<file path="config.mk">
export PLATFORM = sky130hd
export DESIGN_NAME = axis_trigger_seq
export DESIGN_NICKNAME = d
export VERILOG_FILES = /design/src/rtl/trig_pkg.sv /design/src/rtl/trig_channel.sv /design/src/rtl/axis_trigger_seq.sv
export SDC_FILE = /design/constraint.sdc
export NUM_CORES = 2
export LEC_CHECK = 0
export CORE_AREA = 2 2 497 252
export CTS_CLUSTER_DIAMETER = 80
export DETAILED_ROUTE_END_ITERATION = 7
export DIE_AREA = 0 0 499 254
export PLACE_DENSITY = 0.47
export SYNTH_ARGS = -nofsm -noshare
export SYNTH_HDL_FRONTEND = slang
export SYNTH_SLANG_ARGS = --single-unit
</file>
<file path="constraint.sdc">
create_clock -name aclk -period 6.3 [get_ports aclk]
set_clock_uncertainty 0.1 [all_clocks]
set_input_delay 0.945 -clock aclk [delete_from_list [all_inputs] [get_ports aclk]]
set_output_delay 0.945 -clock aclk [all_outputs]
set_load 0.01 [all_outputs]
</file>
<file path="src/rtl/trig_pkg.sv">
// Shared types and helpers for the trigger sequencer.
// Latency: n/a (types and pure functions only).
// Backpressure: n/a.
package trig_pkg;

    // Sequencer FSM states
    typedef enum logic {
        IDLE = 1'b0,
        RUN  = 1'b1
    } state_t;

    // Widest counter the helpers handle; callers zero-extend into this width.
    localparam int TRIG_MAX_W = 64;

    // A programmed period of 0 behaves like a period of 1.
    function automatic logic [TRIG_MAX_W-1:0] clamp_period(input logic [TRIG_MAX_W-1:0] p);
        return (p == '0) ? TRIG_MAX_W'(1) : p;
    endfunction

    // True while cnt lies in [delay, min(delay+width, period)).
    // The end point is formed one bit wider so delay+width never wraps.
    function automatic logic window_hit(
        input logic [TRIG_MAX_W-1:0] cnt,
        input logic [TRIG_MAX_W-1:0] delay,
        input logic [TRIG_MAX_W-1:0] width,
        input logic [TRIG_MAX_W-1:0] period
    );
        logic [TRIG_MAX_W:0] w_end;
        logic [TRIG_MAX_W:0] w_lim;
        w_end = {1'b0, delay} + {1'b0, width};
        w_lim = (w_end < {1'b0, period}) ? w_end : {1'b0, period};
        return (cnt >= delay) && ({1'b0, cnt} < w_lim);
    endfunction

endpackage

</file>
<file path="src/rtl/trig_channel.sv">
// One trigger lane: shadow delay/width/enable plus the registered output.
// Latency: one clock from the shared phase counter to o_trig.
// Backpressure: none; evaluates every cycle.
module trig_channel
    import trig_pkg::*;
#(
    parameter int CNT_W = 32
) (
    input  logic             i_clk,
    input  logic             i_rst,
    input  logic [CNT_W-1:0] i_cfg_delay,
    input  logic [CNT_W-1:0] i_cfg_width,
    input  logic             i_cfg_en,
    input  logic [CNT_W-1:0] i_cnt,
    input  logic [CNT_W-1:0] i_period,
    input  logic             i_reload,
    input  logic             i_run,
    output logic             o_trig
);

    logic [CNT_W-1:0] r_delay;
    logic [CNT_W-1:0] r_width;
    logic             r_en;
    logic             r_trig;
    logic             w_hit;

    assign w_hit = window_hit(TRIG_MAX_W'(i_cnt), TRIG_MAX_W'(r_delay),
                              TRIG_MAX_W'(r_width), TRIG_MAX_W'(i_period));

    // Shadow config reloads on launch/wrap; output registers the window test.
    always_ff @(posedge i_clk) begin
        if (i_rst) begin
            r_delay <= '0;
            r_width <= '0;
            r_en    <= 1'b0;
            r_trig  <= 1'b0;
        end else begin
            if (i_reload) begin
                r_delay <= i_cfg_delay;
                r_width <= i_cfg_width;
                r_en    <= i_cfg_en;
            end
            r_trig <= i_run && r_en && w_hit;
        end
    end

    assign o_trig = r_trig;

endmodule

</file>
<file path="src/rtl/axis_trigger_seq.sv">
// Multi-channel trigger sequencer: shared phase counter, per-channel windows, burst/continuous.
// Latency: outputs trail the phase counter by one clock; start to first period_start is two edges.
// Backpressure: none; one count per cycle, stop aborts at the next edge.
module axis_trigger_seq
    import trig_pkg::*;
#(
    parameter int NUM_CH  = 4,
    parameter int CNT_W   = 32,
    parameter int BURST_W = 16
) (
    input  logic                    aclk,
    input  logic                    areset,
    input  logic [CNT_W-1:0]        cfg_period,
    input  logic [NUM_CH*CNT_W-1:0] cfg_delay,
    input  logic [NUM_CH*CNT_W-1:0] cfg_width,
    input  logic [NUM_CH-1:0]       cfg_ch_en,
    input  logic                    cfg_burst,
    input  logic [BURST_W-1:0]      cfg_burst_len,
    input  logic                    start,
    input  logic                    stop,
    output logic [NUM_CH-1:0]       trigger_out,
    output logic                    period_start,
    output logic                    busy,
    output logic                    done
);

    state_t             r_state;
    logic [CNT_W-1:0]   r_cnt;
    logic [CNT_W-1:0]   r_period;
    logic               r_burst;
    logic [BURST_W-1:0] r_left;
    logic               r_ps;
    logic               r_busy;
    logic               r_done;

    logic [CNT_W-1:0]   w_p;
    logic               w_run;
    logic               w_wrap;
    logic               w_launch;
    logic               w_reload;
    logic [BURST_W-1:0] w_left_init;
    logic [NUM_CH-1:0]  w_trig;

    assign w_p         = CNT_W'(clamp_period(TRIG_MAX_W'(r_period)));
    assign w_run       = (r_state == RUN);
    assign w_wrap      = w_run && (r_cnt == (w_p - CNT_W'(1)));
    assign w_launch    = (r_state == IDLE) && start && !stop;
    // Channel shadows follow the period shadow: loaded at launch and at every wrap.
    assign w_reload    = w_launch || w_wrap;
    // A burst length of 0 runs a single period, same as 1.
    assign w_left_init = (cfg_burst_len == '0) ? '0 : (cfg_burst_len - BURST_W'(1));

    // Sequencer FSM: phase counter, period shadow, burst accounting and status flops.
    always_ff @(posedge aclk) begin
        if (areset) begin
            r_state  <= IDLE;
            r_cnt    <= '0;
            r_period <= '0;
            r_burst  <= 1'b0;
            r_left   <= '0;
            r_ps     <= 1'b0;
            r_busy   <= 1'b0;
            r_done   <= 1'b0;
        end else begin
            case (r_state)
                IDLE: begin
                    r_cnt  <= '0;
                    r_ps   <= 1'b0;
                    r_done <= 1'b0;
                    if (w_launch) begin
                        r_period <= cfg_period;
                        r_burst  <= cfg_burst;
                        r_left   <= w_left_init;
                        r_state  <= RUN;
                        r_busy   <= 1'b1;
                    end
                end
                RUN: begin
                    // period_start is the registered image of phase 0
                    r_ps   <= (r_cnt == '0);
                    r_done <= 1'b0;
                    if (stop) begin
                        r_state <= IDLE;
                        r_busy  <= 1'b0;
                        r_cnt   <= '0;
                    end else if (w_wrap) begin
                        r_cnt    <= '0;
                        r_period <= cfg_period;
                        if (r_burst) begin
                            if (r_left == '0) begin
                                r_state <= IDLE;
                                r_busy  <= 1'b0;
                                r_done  <= 1'b1;
                            end else begin
                                r_left <= r_left - BURST_W'(1);
                            end
                        end
                    end else begin
                        r_cnt <= r_cnt + CNT_W'(1);
                    end
                end
                default: begin
                    r_state <= IDLE;
                    r_busy  <= 1'b0;
                end
            endcase
        end
    end

    genvar gi;
    generate
        for (gi = 0; gi < NUM_CH; gi++) begin : g_ch
            trig_channel #(
                .CNT_W (CNT_W)
            ) u_ch (
                .i_clk       (aclk),
                .i_rst       (areset),
                .i_cfg_delay (cfg_delay[gi*CNT_W +: CNT_W]),
                .i_cfg_width (cfg_width[gi*CNT_W +: CNT_W]),
                .i_cfg_en    (cfg_ch_en[gi]),
                .i_cnt       (r_cnt),
                .i_period    (w_p),
                .i_reload    (w_reload),
                .i_run       (w_run),
                .o_trig      (w_trig[gi])
            );
        end
    endgenerate

    assign trigger_out  = w_trig;
    assign period_start = r_ps;
    assign busy         = r_busy;
    assign done         = r_done;

endmodule

</file>
**Word-level counts from Yosys, hierarchy flattened**

Index checks and enable logic that the tools add are counted.
Widths: inputs -> output; s select.

- Add/subtract/negate cells: 8
- Equality and inequality tests: 9
- Order comparisons: 12
- Bitwise gates (word level): 1
- Muxes and demuxes: 37
- Reductions and logical operators: 25

Operators by type and width:

| kind | count |
|---|---|
| $lt 32x65->1 | 4 |
| $lt 65x32->1 | 4 |
| $mux 65 | 4 |
| $mux 32 | 6 |
| $add 32x32->33 | 4 |
| $ge 32x32->1 | 4 |
| $pmux 32 s2 | 2 |
| $mux 16 | 6 |
| $logic_not 32->1 | 2 |
| $add 32x1->32 const B | 1 |
| $eq 32x32->1 | 1 |
| $logic_not 16->1 | 2 |
| $pmux 16 s2 | 1 |
| $sub 16x1->16 const B | 2 |
| $sub 32x1->32 const B | 1 |
| $logic_and 1x1->1 | 15 |
| $mux 1 | 14 |
| $ne 3x2->1 const B | 3 |
| $pmux 1 s2 | 4 |
| $ne 2x2->1 const B | 3 |
| $reduce_and 5->1 | 1 |
| $ne 2x1->1 const B | 2 |
| $reduce_and 4->1 | 1 |
| $reduce_and 3->1 | 1 |
| 4 further kinds | 4 |

- Word-level logic and storage cells: 116
- Output and inout port bits: 7
- Input bits: 313
- Flip-flop bits (word level): 349

**Logic depth before layout (Yosys ltp)**

- Depth in word-level cells: 8
- Mapped depth: 35

**Modules after synthesis**

Synthesis repeated with hierarchy kept, for this count alone.

- Cell total of the unflattened synthesis: 3901
- Area, all modules: 31796.7 um2

By module, submodules not included:

| module | seq. area each (um2) | cells an instance | area an instance (um2) | times used |
|---|---|---|---|---|
| trig_channel at g_ch[0].u_ch ... | 1321.3 | 781 | 6361.1 | 2 |
| trig_channel at g_ch[3].u_ch | 1321.3 | 844 | 6876.6 | 1 |
| trig_channel at g_ch[1].u_ch | 1321.3 | 749 | 6386.1 | 1 |
| axis_trigger_seq | 1701.6 | 746 | 5811.8 | 1 |

**Worst setup path after synthesis**

OpenSTA, ideal clock, no wires.

- Kind: register to register
- From: register g_ch[3].u_ch.r_delay[0]
- To: register g_ch[3].u_ch.r_trig
- Data required time: 6.126 ns
- Path slack: -0.589 ns
- Arrival time: 6.715 ns
- Cell stages (with the launch flop): 34
- Buffers on the path: 2
- Setup time: 0.074 ns
- Cell sequence: dfxtp_1 ha_1 fa_1 a211oi_1 o211a_1 o32ai_1 a21oi_1 o21ai_0 a211o_1 o211ai_1 o311ai_0 ha_1 a21o_1 a21o_1 a21oi_1 nor2b_1 o21ai_0 nand2b_1 a221oi_1 o211a_1 clkbuf_1 clkbuf_1 mux2i_1 ha_1 a21o_1 a21o_1 a21o_1 a21o_1 a21o_1 a21o_1 a21o_1 o211ai_1 o221ai_1 a31oi_1

- Word-level cells in the longest chain between the ends: 6
- Elaborated cells between the ends (all ways): 7
- Classes of those cells: 1 x add/sub; 3 x order compare; 1 x mux; 2 x reduce/logical

RTL lines:

| what | line | source |
|---|---|---|
| start: declaration | trig_channel.sv:21 | `logic [CNT_W-1:0] r_delay;` |
| start signal: assignment | trig_channel.sv:39 | `r_delay <= i_cfg_delay;` |
| $add 32x32->33 | trig_pkg.sv:30 | `w_end = {1'b0, delay} + {1'b0, width};` |
| $lt 65x32->1 | trig_pkg.sv:31 | `w_lim = (w_end < {1'b0, period}) ? w_end : {1'b0, period};` |
| $mux 65 | trig_pkg.sv:31 |  |
| $lt 32x65->1 | trig_pkg.sv:32 | `return (cnt >= delay) && ({1'b0, cnt} < w_lim);` |
| $logic_and 1x1->1 * | trig_pkg.sv:32 |  |
| $logic_and 1x1->1 * | trig_channel.sv:43 | `r_trig <= i_run && r_en && w_hit;` |
| end signal: assignment | trig_channel.sv:43 |  |
| end: declaration | trig_channel.sv:24 | `logic r_trig;` |

Every way passes the cells marked *; elsewhere a longest branch is shown, timed or not.
A chain may end at the register's enable or synchronous reset.

**Final worst setup path**

- From: register g_ch[0].u_ch.r_delay[0]
- To: register g_ch[0].u_ch.r_trig

- Word-level cells in the longest chain between the ends: 6
- Elaborated cells between the ends (all ways): 7
- Classes of those cells: 1 x add/sub; 3 x order compare; 1 x mux; 2 x reduce/logical

RTL lines:

| what | line |
|---|---|
| start: declaration | trig_channel.sv:21 |
| start signal: assignment | trig_channel.sv:39 |
| $add 32x32->33 | trig_pkg.sv:30 |
| $lt 65x32->1 | trig_pkg.sv:31 |
| $mux 65 | trig_pkg.sv:31 |
| $lt 32x65->1 | trig_pkg.sv:32 |
| $logic_and 1x1->1 * | trig_pkg.sv:32 |
| $logic_and 1x1->1 * | trig_channel.sv:43 |
| end signal: assignment | trig_channel.sv:43 |
| end: declaration | trig_channel.sv:24 |

Marks and branches as above.

==> flow_metrics.env <==
export IMPL_drive_gt1_share_pct=17.8
export IMPL_grt_first_pass_wirelength_um=201000
export IMPL_worst_endpoint_required_ns=6.77
export IMPL_worst_skew_pair_late_latency_ns=0.63
export IMPL_routed_via_count=31500
export IMPL_number_of_pins_exceeding_their_max_slew_limit_in_the_final_report=0
export IMPL_drt_pass1_iterations=6
export IMPL_placeable_area_um2=122000
export IMPL_numCtsBuffers=40
export IMPL_min_period_ns=6.72
export IMPL_final_critical_path_setup_slack_ns=-0.419
export IMPL_synthesis_area_per_instance_um2=7.71
export IMPL_vdd_ir_drop_max_uv=149
export IMPL_postRouteWirelength_um=138000
export IMPL_max_slew_margin_pct=11.7
export IMPL_synth_top_area_share_pct=23.0
export IMPL_synth_cells=3948
export IMPL_drv_max_cap_violation_count=0
export IMPL_yosysSeqAreaShare_pct=23.0
export IMPL_upper_clock_frequency_limit_mhz=149
export IMPL_power_density_cell_area_nw_per_um2=190
export IMPL_setup_violations_final=3
export IMPL_io_buffer_count=319
export IMPL_critical_path_max_stage_delay_ns=0.37
export IMPL_setup_worst_path_start_class="flip-flop"
export IMPL_gr_usage_all_layers_pct=21.2
export IMPL_critPathMostFrequentCell="sky130_fd_sc_hd__buf_4"
export IMPL_synth_top_cells_by_area="sky130_fd_sc_hd__dfxtp_1 23%, sky130_fd_sc_hd__ha_1 21%, sky130_fd_sc_hd__a21oi_1 8.7%"
export IMPL_critical_path_class="reg2reg"
export IMPL_clk_transition_reported_paths_ns=0.07
export IMPL_detail_route_vias_per_cell=4.93
export IMPL_dominantRegCellSynth="sky130_fd_sc_hd__dfxtp_1"
export IMPL_grt_antenna_before_repair=13
export IMPL_grt_ovfl_total=0
export IMPL_syn_nets=4774
export IMPL_initialDrtViolationCount=2512
export IMPL_rsz_0062_raised_after_global_routing="true"
export IMPL_placed_cell_area_um2=39300
export IMPL_fp_dieArea_um2=127000
export IMPL_fin_crit_sh_pct=107
export IMPL_finish_utilization_pct=34.3
export IMPL_synth_area_leader_cell="sky130_fd_sc_hd__dfxtp_1"
export IMPL_number_of_global_route_vias_before_repair=30300
export IMPL_finalNetCount=5561
export IMPL_place_congestion=1.01
export IMPL_area_growth_synth_to_final_pct=37.8
export IMPL_crit_buf_inv=6
export IMPL_worst_path_dominant_cell_family="compound AO/OA/AOI/OAI gates"
export IMPL_std_cell_rows=91
export IMPL_die_w_um=499
export IMPL_leakagePower_nw=19.3
export IMPL_cts_root_buffer_cell="sky130_fd_sc_hd__clkbuf_16"
export IMPL_synthArstFlopShare_pct=0
export IMPL_failed_checks="negative setup slack"
export IMPL_setup_worst_path_end_class="flip-flop"
export IMPL_largest_driver_fanout_on_the_critical_path=13
export IMPL_worst_path_max_delay_cell="sky130_fd_sc_hd__a2111oi_4"
export IMPL_stdcell_area_um2=42000
export IMPL_detailed_place_hpwl_um=109000
export IMPL_min_delay_path_class="reg2reg"
export IMPL_mappedNetlistArea_um2=30400
export IMPL_cts_hold_fix_buffers=0
export IMPL_flip_flop_and_latch_count_after_synthesis=349
export IMPL_htree_num_levels=2
export IMPL_detail_route_drc_violations=0
export IMPL_run_status="finished with violations"
export IMPL_worstMarginPinSlew_ns=1.31
export IMPL_ys_warn_count=0
export IMPL_initial_core_util_pct=24.9
export IMPL_hold_viol_final=0
export IMPL_tritoncts="built"
export IMPL_tritoncts_num_sinks=349
export IMPL_yosysUniqueCellTypes=79
export IMPL_routedWlPerCell_um=21.6
export IMPL_timing_critical_path_arrival_ns=7.19
export IMPL_grt_start_max_net_pins=195
export IMPL_die_height_um=254
export IMPL_io_pins=320
export IMPL_synth_enable_flop_cells=0
export IMPL_ctsLongestPathBuffers=3
export IMPL_drtAntennaViolNets=0
[cells by family (layout without fill, tap and decap cells)]
group / Yosys count / count (layout) / synth area share [%]
AND/OR/NAND/NOR: 1351 / 1351 / 20.4
AO/OA/AOI/OAI: 1071 / 1071 / 21.6
adder cells (fa/ha/maj): 513 / 513 / 21.2
buffers and inverters: 369 / 1185 / 4.98
flip-flops: 349 / 349 / 23.0
XOR/XNOR: 198 / 198 / 5.70
multiplexers: 97 / 97 / 3.20
other: 0 / 1 / 0
[placed cells by master (no fill, tap or decap), types with 18 or more instances in the layout]
master and instances:
sky130_fd_sc_hd__a21oi_2 33, sky130_fd_sc_hd__clkdlybuf4s50_1 318, sky130_fd_sc_hd__nor3_1 56, sky130_fd_sc_hd__xor2_1 80, sky130_fd_sc_hd__nand3_1 67, sky130_fd_sc_hd__o21bai_1 22
sky130_fd_sc_hd__mux2i_1 95, sky130_fd_sc_hd__buf_4 554, sky130_fd_sc_hd__nand2_1 630, sky130_fd_sc_hd__a21oi_1 493, sky130_fd_sc_hd__buf_12 24, sky130_fd_sc_hd__ha_1 499
sky130_fd_sc_hd__a21o_1 207, sky130_fd_sc_hd__nor2b_1 33, sky130_fd_sc_hd__nand4_1 83, sky130_fd_sc_hd__nand2b_1 28, sky130_fd_sc_hd__o21a_1 20, sky130_fd_sc_hd__nor4_1 30
sky130_fd_sc_hd__dfxtp_1 339, sky130_fd_sc_hd__o211ai_1 26, sky130_fd_sc_hd__a211oi_1 23, sky130_fd_sc_hd__or3_1 22, sky130_fd_sc_hd__nor2_1 262, sky130_fd_sc_hd__and3_1 26
sky130_fd_sc_hd__xnor2_1 105, sky130_fd_sc_hd__a31oi_1 18, sky130_fd_sc_hd__o21ai_0 71, sky130_fd_sc_hd__inv_1 207, sky130_fd_sc_hd__clkbuf_16 41
[repair_timing]
item,CTS,global route
cloned,2,0
endpoints found under the setup margin,4,4
gates resized for setup,143,62
buffers inserted,41,11
endpoints found under the hold margin,0,0
pin swaps,121,85
[per-stage QoR]
step / total power, mW / std cells / setup WS (ns) / setup TNS [ns] / hold WS (ns)
6_report: 7.96 / 6392 / -0.419 / -0.696 / 0.360
5_1_grt: 8.37 / 6391 / -0.569 / -1.67 / 0.376
4_1_cts: 7.91 / 6380 / -0.224 / -0.420 / 0.363
3_5_place_dp: 5.15 / 6266 / -1.09 / -2.99 / 0.352
3_3_place_gp: 5.15 / 6266 / -1.26 / -2.97 / 0.345
2_1_floorplan: 3.92 / 3948 / 0.00167 / 0 / 0.332
[synthesized netlist by cell type (all sizes together) (9+ instances only)]
master  count
nand2     631
a21oi     529
ha        509
dfxtp     349
nor2      276
a21o      207
inv       207
xnor2     116
clkbuf    102
o21ai      96
mux2i      95
nand4      86
xor2       82
nand3      71
nor3       63
buf        60
a211oi     35
nor2b      35
nor4       34
nand2b     29
and3       27
o211ai     26
or3        23
a31oi      22
o21bai     22
o21a       21
or2        18
and4       15
and2       13
o31ai      12
o22ai      11
a221oi      9
or4         9
[worst reg2reg max path, delay by kind of cell (launching register included)]
kind | cells | cell delay, ns
compound gates | 16 | 3.05
fa+ha+maj | 4 | 1.07
simple gates | 8 | 1.01
buf+inv | 6 | 0.94
flops | 1 | 0.34
xor+xnor | 1 | 0.15
[flip-flops by register name, summed over array words and instances, names as in the netlist]
signal             count
done                   1
g_ch.u_ch.r_delay    128
period_start           1
r_state                1
r_period              32
r_left                16
r_burst                1
r_cnt                 32
busy                   1
g_ch.u_ch.r_en         4
g_ch.u_ch.o_trig       4
g_ch.u_ch.r_width    128
[worst paths after layout]
| kind | startpoint | to | slack, ns | cells after the start |
|---|---|---|---|---|
| setup / recovery | g_ch[0].u_ch.r_delay[0]$_SDFFE_PP0P_ | g_ch[0].u_ch.o_trig$_SDFF_PP0_ | -0.42 | 35 |
| hold / removal | g_ch[1].u_ch.r_width[8]$_SDFFE_PP0P_ | g_ch[1].u_ch.r_width[8]$_SDFFE_PP0P_ | 0.36 | 2 |
| setup reg to reg | g_ch[0].u_ch.r_delay[0]$_SDFFE_PP0P_ | g_ch[0].u_ch.o_trig$_SDFF_PP0_ | -0.42 | 35 |
| hold reg to reg | g_ch[1].u_ch.r_width[8]$_SDFFE_PP0P_ | g_ch[1].u_ch.r_width[8]$_SDFFE_PP0P_ | 0.36 | 2 |
[cell type report]
type | instances | area [µm²]
antenna | 1 | 2.50
clock buffer | 49 | 1100
clock inverter | 22 | 220
fill | 13000 | 80400
inverter | 207 | 777
multi-input combinational | 3230 | 22800
sequential | 349 | 7000
tap | 1627 | 2040
timing repair buffer | 907 | 7990
[layer usage]
layer	part of all wire, %	GRT usage (%)
met1	52	32.6
met2	39	29.8
met3	8.1	4.95
met4	1.3	3.10
met5	0.082	0
[where the power goes]
part / switching (mW) / total, mW / internal [mW]
Combinational: 1.61 / 3.07 / 1.46
Sequential: 0.0798 / 2.38 / 2.30
Clock: 1.13 / 2.50 / 1.37
(Power assumes the default switching activity.)
